File: src/rtl/fetch_stage.sv
// -----------------------------------------------------------------------------
// fetch_stage
//
// Instruction-fetch stage that sits directly after pc_counter. It takes the
// registered PC, issues an instruction-memory request using a req/ack
// handshake, and loads the IF/ID pipeline register. It also returns the next
// PC to pc_counter. pc_counter reloads on every cycle, so this block freezes
// the PC by driving next_addr = pc_in.
//
// Ports:
//   clk              clock; all state changes on posedge
//   reset            synchronous, active-high
//   pc_in            current PC from pc_counter
//   next_addr        next PC to pc_counter (combinational)
//   imem_req         instruction-memory fetch request
//   imem_addr        word-aligned fetch address derived from pc_in
//   imem_ack         memory returns imem_rdata this cycle
//   imem_rdata       instruction word from memory
//   stall            hazard unit: hold IF/ID and PC
//   redirect_valid   taken branch/jump: flush fetch
//   redirect_target  new PC for a redirect
//   ifid_valid       IF/ID holds a real instruction
//   ifid_instr       fetched instruction
//   ifid_pc          PC of ifid_instr
//   ifid_pc_plus4    ifid_pc + 4 (modulo 2^32)
// -----------------------------------------------------------------------------
module fetch_stage #(
    parameter logic [31:0] RESET_VECTOR = 32'h0000_3000,
    parameter logic [31:0] NOP_INSTR    = 32'h0000_0000
) (
    input  logic        clk,
    input  logic        reset,
    input  logic [31:0] pc_in,
    output logic [31:0] next_addr,
    output logic        imem_req,
    output logic [31:0] imem_addr,
    input  logic        imem_ack,
    input  logic [31:0] imem_rdata,
    input  logic        stall,
    input  logic        redirect_valid,
    input  logic [31:0] redirect_target,
    output logic        ifid_valid,
    output logic [31:0] ifid_instr,
    output logic [31:0] ifid_pc,
    output logic [31:0] ifid_pc_plus4
);

    // FETCH : request issued this cycle
    // WAIT  : request outstanding, no ack yet
    // HOLD  : word parked in the skid buffer while ID is stalled
    // DRAIN : one stale ack still owed to us after a redirect
    typedef enum logic [1:0] {
        S_FETCH,
        S_WAIT,
        S_HOLD,
        S_DRAIN
    } state_t;

    typedef enum logic [1:0] {
        IFID_KEEP,
        IFID_BUBBLE,
        IFID_LOAD
    } ifid_op_t;

    state_t      state;
    state_t      state_nxt;
    ifid_op_t    ifid_op;
    logic        skid_load;
    logic [31:0] skid;
    logic [31:0] pc_plus4;
    logic        in_flight;
    logic        mem_deliver;
    logic        deliver;
    logic [31:0] deliver_instr;

    // Natural 32-bit wrap: 0xFFFFFFFC + 4 = 0.
    assign pc_plus4      = pc_in + 32'd4;
    assign imem_addr     = {pc_in[31:2], 2'b00};
    assign in_flight     = (state == S_FETCH) || (state == S_WAIT);
    assign mem_deliver   = in_flight && imem_ack;
    // A word parked in HOLD is delivered from the skid buffer. No memory
    // request is made for it.
    assign deliver       = mem_deliver || (state == S_HOLD);
    assign deliver_instr = (state == S_HOLD) ? skid : imem_rdata;
    assign imem_req      = !reset && (state != S_HOLD);

    // NOTE: every output of this block gets a default first, so no path can
    // leave a value unassigned and infer a latch.
    always_comb begin
        state_nxt = state;
        next_addr = pc_in;
        ifid_op   = IFID_KEEP;
        skid_load = 1'b0;

        if (reset) begin
            next_addr = RESET_VECTOR;
        end else if (redirect_valid) begin
            next_addr = {redirect_target[31:2], 2'b00};
            ifid_op   = IFID_BUBBLE;
            // If a request is still in flight, its ack will arrive later and
            // must be absorbed in DRAIN. This covers a re-redirect in DRAIN.
            // A skid word is abandoned by leaving HOLD.
            state_nxt = (imem_req && !imem_ack) ? S_DRAIN : S_FETCH;
        end else if (state == S_DRAIN) begin
            // pc_counter already holds the redirect target. The stale ack is
            // dropped and IF/ID sees bubbles until it arrives.
            ifid_op = IFID_BUBBLE;
            if (imem_ack) begin
                state_nxt = S_FETCH;
            end
        end else if (stall) begin
            if (mem_deliver) begin
                skid_load = 1'b1;
                state_nxt = S_HOLD;
            end else if (in_flight) begin
                state_nxt = S_WAIT;
            end
        end else if (deliver) begin
            ifid_op   = IFID_LOAD;
            next_addr = pc_plus4;
            state_nxt = S_FETCH;
        end else begin
            ifid_op   = IFID_BUBBLE;
            state_nxt = S_WAIT;
        end
    end

    // NOTE: sequential state uses non-blocking assignments only, so every
    // register samples pre-edge values regardless of statement order.
    always_ff @(posedge clk) begin
        if (reset) begin
            state         <= S_FETCH;
            skid          <= '0;
            ifid_valid    <= 1'b0;
            ifid_instr    <= NOP_INSTR;
            ifid_pc       <= '0;
            ifid_pc_plus4 <= '0;
        end else begin
            state <= state_nxt;
            if (skid_load) begin
                skid <= imem_rdata;
            end
            case (ifid_op)
                IFID_LOAD: begin
                    ifid_valid    <= 1'b1;
                    ifid_instr    <= deliver_instr;
                    ifid_pc       <= pc_in;
                    ifid_pc_plus4 <= pc_plus4;
                end
                IFID_BUBBLE: begin
                    ifid_valid <= 1'b0;
                    ifid_instr <= NOP_INSTR;
                end
                default: ;
            endcase
        end
    end

endmodule

File: config.mk
export PLATFORM = sky130hd
export DESIGN_NAME = fetch_stage
export DESIGN_NICKNAME = d
export VERILOG_FILES = /design/src/rtl/fetch_stage.sv
export SDC_FILE = /design/constraint.sdc
export NUM_CORES = 1
export LEC_CHECK = 0
export CELL_PAD_IN_SITES_DETAIL_PLACEMENT = 0
export CELL_PAD_IN_SITES_GLOBAL_PLACEMENT = 1
export CORE_AREA = 5 5 125 127
export DETAILED_ROUTE_END_ITERATION = 6
export DIE_AREA = 0 0 130 132
export DONT_BUFFER_PORTS = 1
export GPL_ROUTABILITY_DRIVEN = 1
export PLACE_DENSITY_LB_ADDON = 0.12
export RECOVER_POWER = 100
export SETUP_SLACK_MARGIN = 0.4
export SLEW_MARGIN = 10
export SYNTH_ARGS = -nofsm -noshare
export SYNTH_HDL_FRONTEND = slang
export SYNTH_SLANG_ARGS = --single-unit
File: constraint.sdc
create_clock -name clk -period 7.7 [get_ports clk]
set_input_delay 1.155 -clock clk [delete_from_list [all_inputs] [get_ports clk]]
set_output_delay 1.155 -clock clk [all_outputs]
set_load 0.005 [all_outputs]
### Word level (Yosys, flattened, before mapping)

Cells that the tools add are included.

* output and inout port bits: 162
* input port bits: 101
* flip-flop bits (word level): 131
* logic and storage cells: 51

* mux-type cells: 26
* $add $sub $neg: 1
* reductions and logical operators: 10
* eq/ne operators: 8

Operators with widths (count)
* two-way mux 32 bit: 6
* one-hot mux 32 bit (2 select lines): 1
* adder 32 x 3 -> 32 bit (second input constant): 1
* two-way mux 2 bit: 12
* == test 2 bit (second input constant): 3
* two-way mux 1 bit: 6
* inequality test 5 x 1 -> 1 bit (second input constant): 1
* == test 2 x 1 -> 1 bit (second input constant): 2
* logical AND 1 bit: 3
* inequality test 3 bit (second input constant): 1
* zero test 1 bit: 2
* zero test 2 bit: 1
* logical OR 1 bit: 2
* inequality test 2 bit (second input constant): 1
* one-hot mux 1 bit (2 select lines): 1
* AND reduction 2 bit: 1
* nonzero test 2 bit: 1

### Logic depth before layout (Yosys ltp)

* depth after elaboration: 11
* gate-level depth with buffers: 11
* depth with buffers taken out: 9

### Worst setup path before layout

Ideal clock, no wire load.

* path kind: input to output
* start point: input port pc_in[2]
* end point: output port next_addr[22]
* setup slack: 3.754 ns
* required time: 6.545 ns
* stages: 7
* path buffers: 2
* data arrival time: 2.791 ns
* cells stage by stage: ha_1 > nand3_1 > clkbuf_1 > a2111oi_2 > buf_2 > a211oi_1 > a2111oi_0

* word-level cells in the longest chain between the ends: 6

RTL lines
* start: declaration: line 33 `input logic [31:0] pc_in,`
* adder 32 x 3 -> 32 bit: line 77 `assign pc_plus4 = pc_in + 32'd4;`
* two-way mux 32 bit: line 118 `end else if (deliver) begin`
* two-way mux 32 bit: line 111 `end else if (stall) begin`
* two-way mux 32 bit: line 104 `end else if (state == S_DRAIN) begin`
* two-way mux 32 bit: line 97 `end else if (redirect_valid) begin`
* two-way mux 32 bit: line 95 `if (reset) begin`
* end: declaration: line 34 `output logic [31:0] next_addr,`

Every way passes these cells.

### Worst setup path in the final report

* start point: register state[0]
* end point: register ifid_instr[18]

* word-level cells in the longest chain between the ends: 11
* elaborated cells between the ends (all ways): 17
* those cells by class: 5 x eq/ne; 7 x mux; 5 x reduce/logical

RTL lines
* start: declaration: line 65 `state_t state;`
* start signal: assignment: line 139 `state <= state_nxt;`
* == test 2 x 1 -> 1 bit or zero test 2 bit (tied branches): line 79 `assign in_flight = (state == S_FETCH) || (state == S_WAIT);`
* logical OR 1 bit: line 79
* logical AND 1 bit: line 80 `assign mem_deliver = in_flight && imem_ack;`
* logical OR 1 bit: line 83 `assign deliver = mem_deliver || (state == S_HOLD);`
* two-way mux 2 bit: line 118
* two-way mux 2 bit: line 111
* two-way mux 2 bit: line 104
* two-way mux 2 bit: line 97
* two-way mux 2 bit: line 95
* == test 2 x 1 -> 1 bit or == test 2 bit (tied branches): line 143 `case (ifid_op)`
* one-hot mux 32 bit (2 select lines) or nonzero test 2 bit (tied branches)
* end signal: assignment: line 146 `ifid_instr <= deliver_instr;`
* end: declaration: line 43 `output logic [31:0] ifid_instr,`

Parallel ways exist; a longest one is shown, timed or not.
A chain may end at the register's enable or synchronous reset.

==> impl_metrics.json <==
{
  "outcome": "finished with violations",
  "violations": "max-capacitance violations, max-slew violations",
  "p_per_area_mw_per_mm2": 229.2,
  "ys_seq_area_frac": 0.3724,
  "async_flop_share": 0,
  "ios": 263,
  "post_cts_resized": 0,
  "worst_setup_path_end_kind": "register",
  "worstPathArrival_ps": 5760,
  "post-route-period-util": 0.7033,
  "vdd_drop_max_mv": 0.1462,
  "cts_max_path_buffers": 2,
  "cts_tree": "yes",
  "hold_buffers": 0,
  "grt-ovfl-total": 0,
  "drc": 0,
  "cp_cell_sequence": "nand2b_1, a21oi_1, nand2_1, inv_1, ha_1, nor2_2, clkbuf_1, a22oi_1, nor2_1",
  "grt_pass1_vias": 5608,
  "avgSynthCellArea_sq_um": 8.140,
  "synthAdderAreaFrac": 0.005412,
  "die-area_sq_mm": 0.01716,
  "grt_max_degree": 168,
  "critPathSlowestCell": "nand2b_1",
  "synth-compound-area-share": 0.1867,
  "maxCapViolCount": 2,
  "synthDominantCellAreaShare": 0.3724,
  "die_w_um": 130,
  "drt-total-wl_mm": 20.29,
  "whs_ps": 453.4,
  "crit_type": "register to register",
  "start_util": 0.4845,
  "r2r_cells": 9,
  "syn-cell-area_sq_mm": 0.006935,
  "ys_types": 53,
  "synth_edf_count": 0,
  "grt_usage": 0.2299,
  "wl_per_cell_um": 21.14,
  "hold_end": "skid[6]",
  "worst-slew-pin-transition_ps": 1886,
  "synth_warnings": 0,
  "hpwlAfterDp_mm": 13.76,
  "setup_tns_ps": 0,
  "cts_sinks": 129,
  "gp_congestion": 0.7952,
  "worstSkewPairLatency_ps": 420,
  "syn_inst": 852,
  "worst-r2r-setup-slack_ps": 2280,
  "fmax_ghz": 0.1847,
  "slew_headroom": -0.2577,
  "p_leak_uw": 0.002398,
  "grt_pass1_wl_mm": 31.64,
  "ys_ff_latch": 129,
  "netlist_top_cells_count": "dfxtp_1 (129), nor2_1 (121), nand2_1 (85), clkbuf_1 (59), a21oi_1 (47)",
  "finalSetupViolCount": 0,
  "antenna_left": 0,
  "postCtsSetupRepairBufs": 0,
  "die_h_um": 132,
  "first_pass_iters": 6,
  "coreArea_sq_mm": 0.01431,
  "timing.rr.end": "ifid_instr[18]",
  "finish.utilization": 0.5023,
  "row_count": 44,
  "hold_viol": 0,
  "min_path_type": "register to register",
  "synthMuxAreaShare": 0.09959,
  "rsz0062_at_grt": "false",
  "design_area_sq_mm": 0.007189,
  "clk_pin_slew_ps": 60,
  "drt_iter0_drc": 416,
  "synth_area_leaders": "dfxtp_1 (37%), nor2_1 (6.5%), mux2_2 (5.2%)",
  "antenna_found_initial": 1,
  "drv_slew": 73,
  "cts_root_buf": "clkbuf_16",
  "drive_gt1_frac": 0.09032,
  "h-tree-depth": 4,
  "dpl_cell_area_sq_mm": 0.006653,
  "ys.flop_type": "dfxtp_1",
  "crit_required_ps": 8050,
  "synth_top_cell_by_area": "dfxtp_1",
  "port_buffers": 0,
  "vias": 5871,
  "dp_cells": 928,
  "critPathMaxStageDelay_ps": 1420,
  "fin_cells": 960,
  "cp_max_fo": 38,
  "final_nets": 867,
  "syn_to_final_growth_pct": 3.662,
  "worstReg2RegStart": "state[0]",
  "min_period_ps": 5415,
  "yosysMostFrequentCell": "dfxtp_1",
  "cts_inserted_buffers": 17,
  "yosys.area_share.xor_xnor": 0.01389,
  "hold_start": "skid[6]",
  "fin_skew_ps": 9.283,
  "startpoint_type": "register",
  "synth_top_family_by_area": "simple AND/OR/NAND/NOR gates",
  "hold_path_depth": 2,
  "vias_per_cell": 6.116,
  "synth-simple-area-share": 0.2242
}
==> critical path: cells and delay by family, from the launching register on <==
family,cells,cell delay [ps]
flip-flops,1,370
AND/OR/NAND/NOR,4,2100
buffers and inverters,2,1250
adder cells (fa/ha/maj),1,760
AO/OA/AOI/OAI,2,850
==> layout make-up <==
class                           count  area, sq um
Antenna cell                        1        2.502
Clock buffer                       22        454.2
Clock inverter                      9        110.1
Fill cell                        1388         7124
Inverter                           24        90.09
Multi-Input combinational cell    585         3682
Sequential cell                   129         2582
Tap cell                          184        230.2
Timing Repair Buffer                6        37.54
==> routing by layer <==
layer | vias to the layer above | GRT usage | routed length [um]
li1 | 2844 | - | -
met1 | 2791 | 0.2749 | 8165
met2 | 202 | 0.3673 | 9681
met3 | 34 | 0.09968 | 1997
met4 | 0 | 0.08025 | 447
met5 | - | 0 | 0
==> state kept, by name, indices dropped and copies added, names as in the netlist <==
name           cells
state              2
ifid_pc           32
ifid_instr        32
skid              32
ifid_valid         1
ifid_pc_plus4     30
==> through the flow <==
stage	total power, uW	setup slack, ps
after floorplan	881.2	3754
after global placement	875.9	3262
after detailed placement	880.3	3216
after CTS	1665	3139
after global routing	1716	1635
final	1648	2285
==> how the worst max path moves through the flow <==
stage / slack (ps) / start / to
finish: 2280 / state[0] / ifid_instr[18]
global route: 1630 / state[1] / ifid_instr[11]
global placement: 3260 / pc_in[2] / next_addr[16]
detailed placement: 3220 / pc_in[2] / next_addr[16]
floorplan: 3750 / pc_in[2] / next_addr[22]
CTS: 3140 / state[1] / next_addr[25]
==> power by group <==
| group | total [uW] | internal (uW) | switching [uW] |
|---|---|---|---|
| Combinational | 148 | 63.9 | 84.2 |
| Sequential | 715 | 694 | 20.8 |
| Clock | 785 | 483 | 302 |
| Total | 1650 | 1240 | 407 |
==> cells by family after synthesis <==
group	count (synthesis)
DFF	129
muxes	65
adders and majority gates	3
and+or+nand+nor	322
xor gates and xnor gates	11
buffers and inverters	139
AOI/OAI and AO/OA	182
other	1
==> cells in the final DEF (no fill, tap or decap), types with 18 or more instances in the layout <==
| cell type | count |
|---|---|
| mux2_2 | 32 |
| mux2i_1 | 33 |
| a211oi_1 | 19 |
| nand2_1 | 85 |
| inv_1 | 24 |
| nor2_1 | 120 |
| a22oi_1 | 32 |
| a21oi_1 | 47 |
| nand4_1 | 18 |
| dfxtp_1 | 129 |
| a311oi_1 | 26 |
Power figures use the tool's default switching activity.
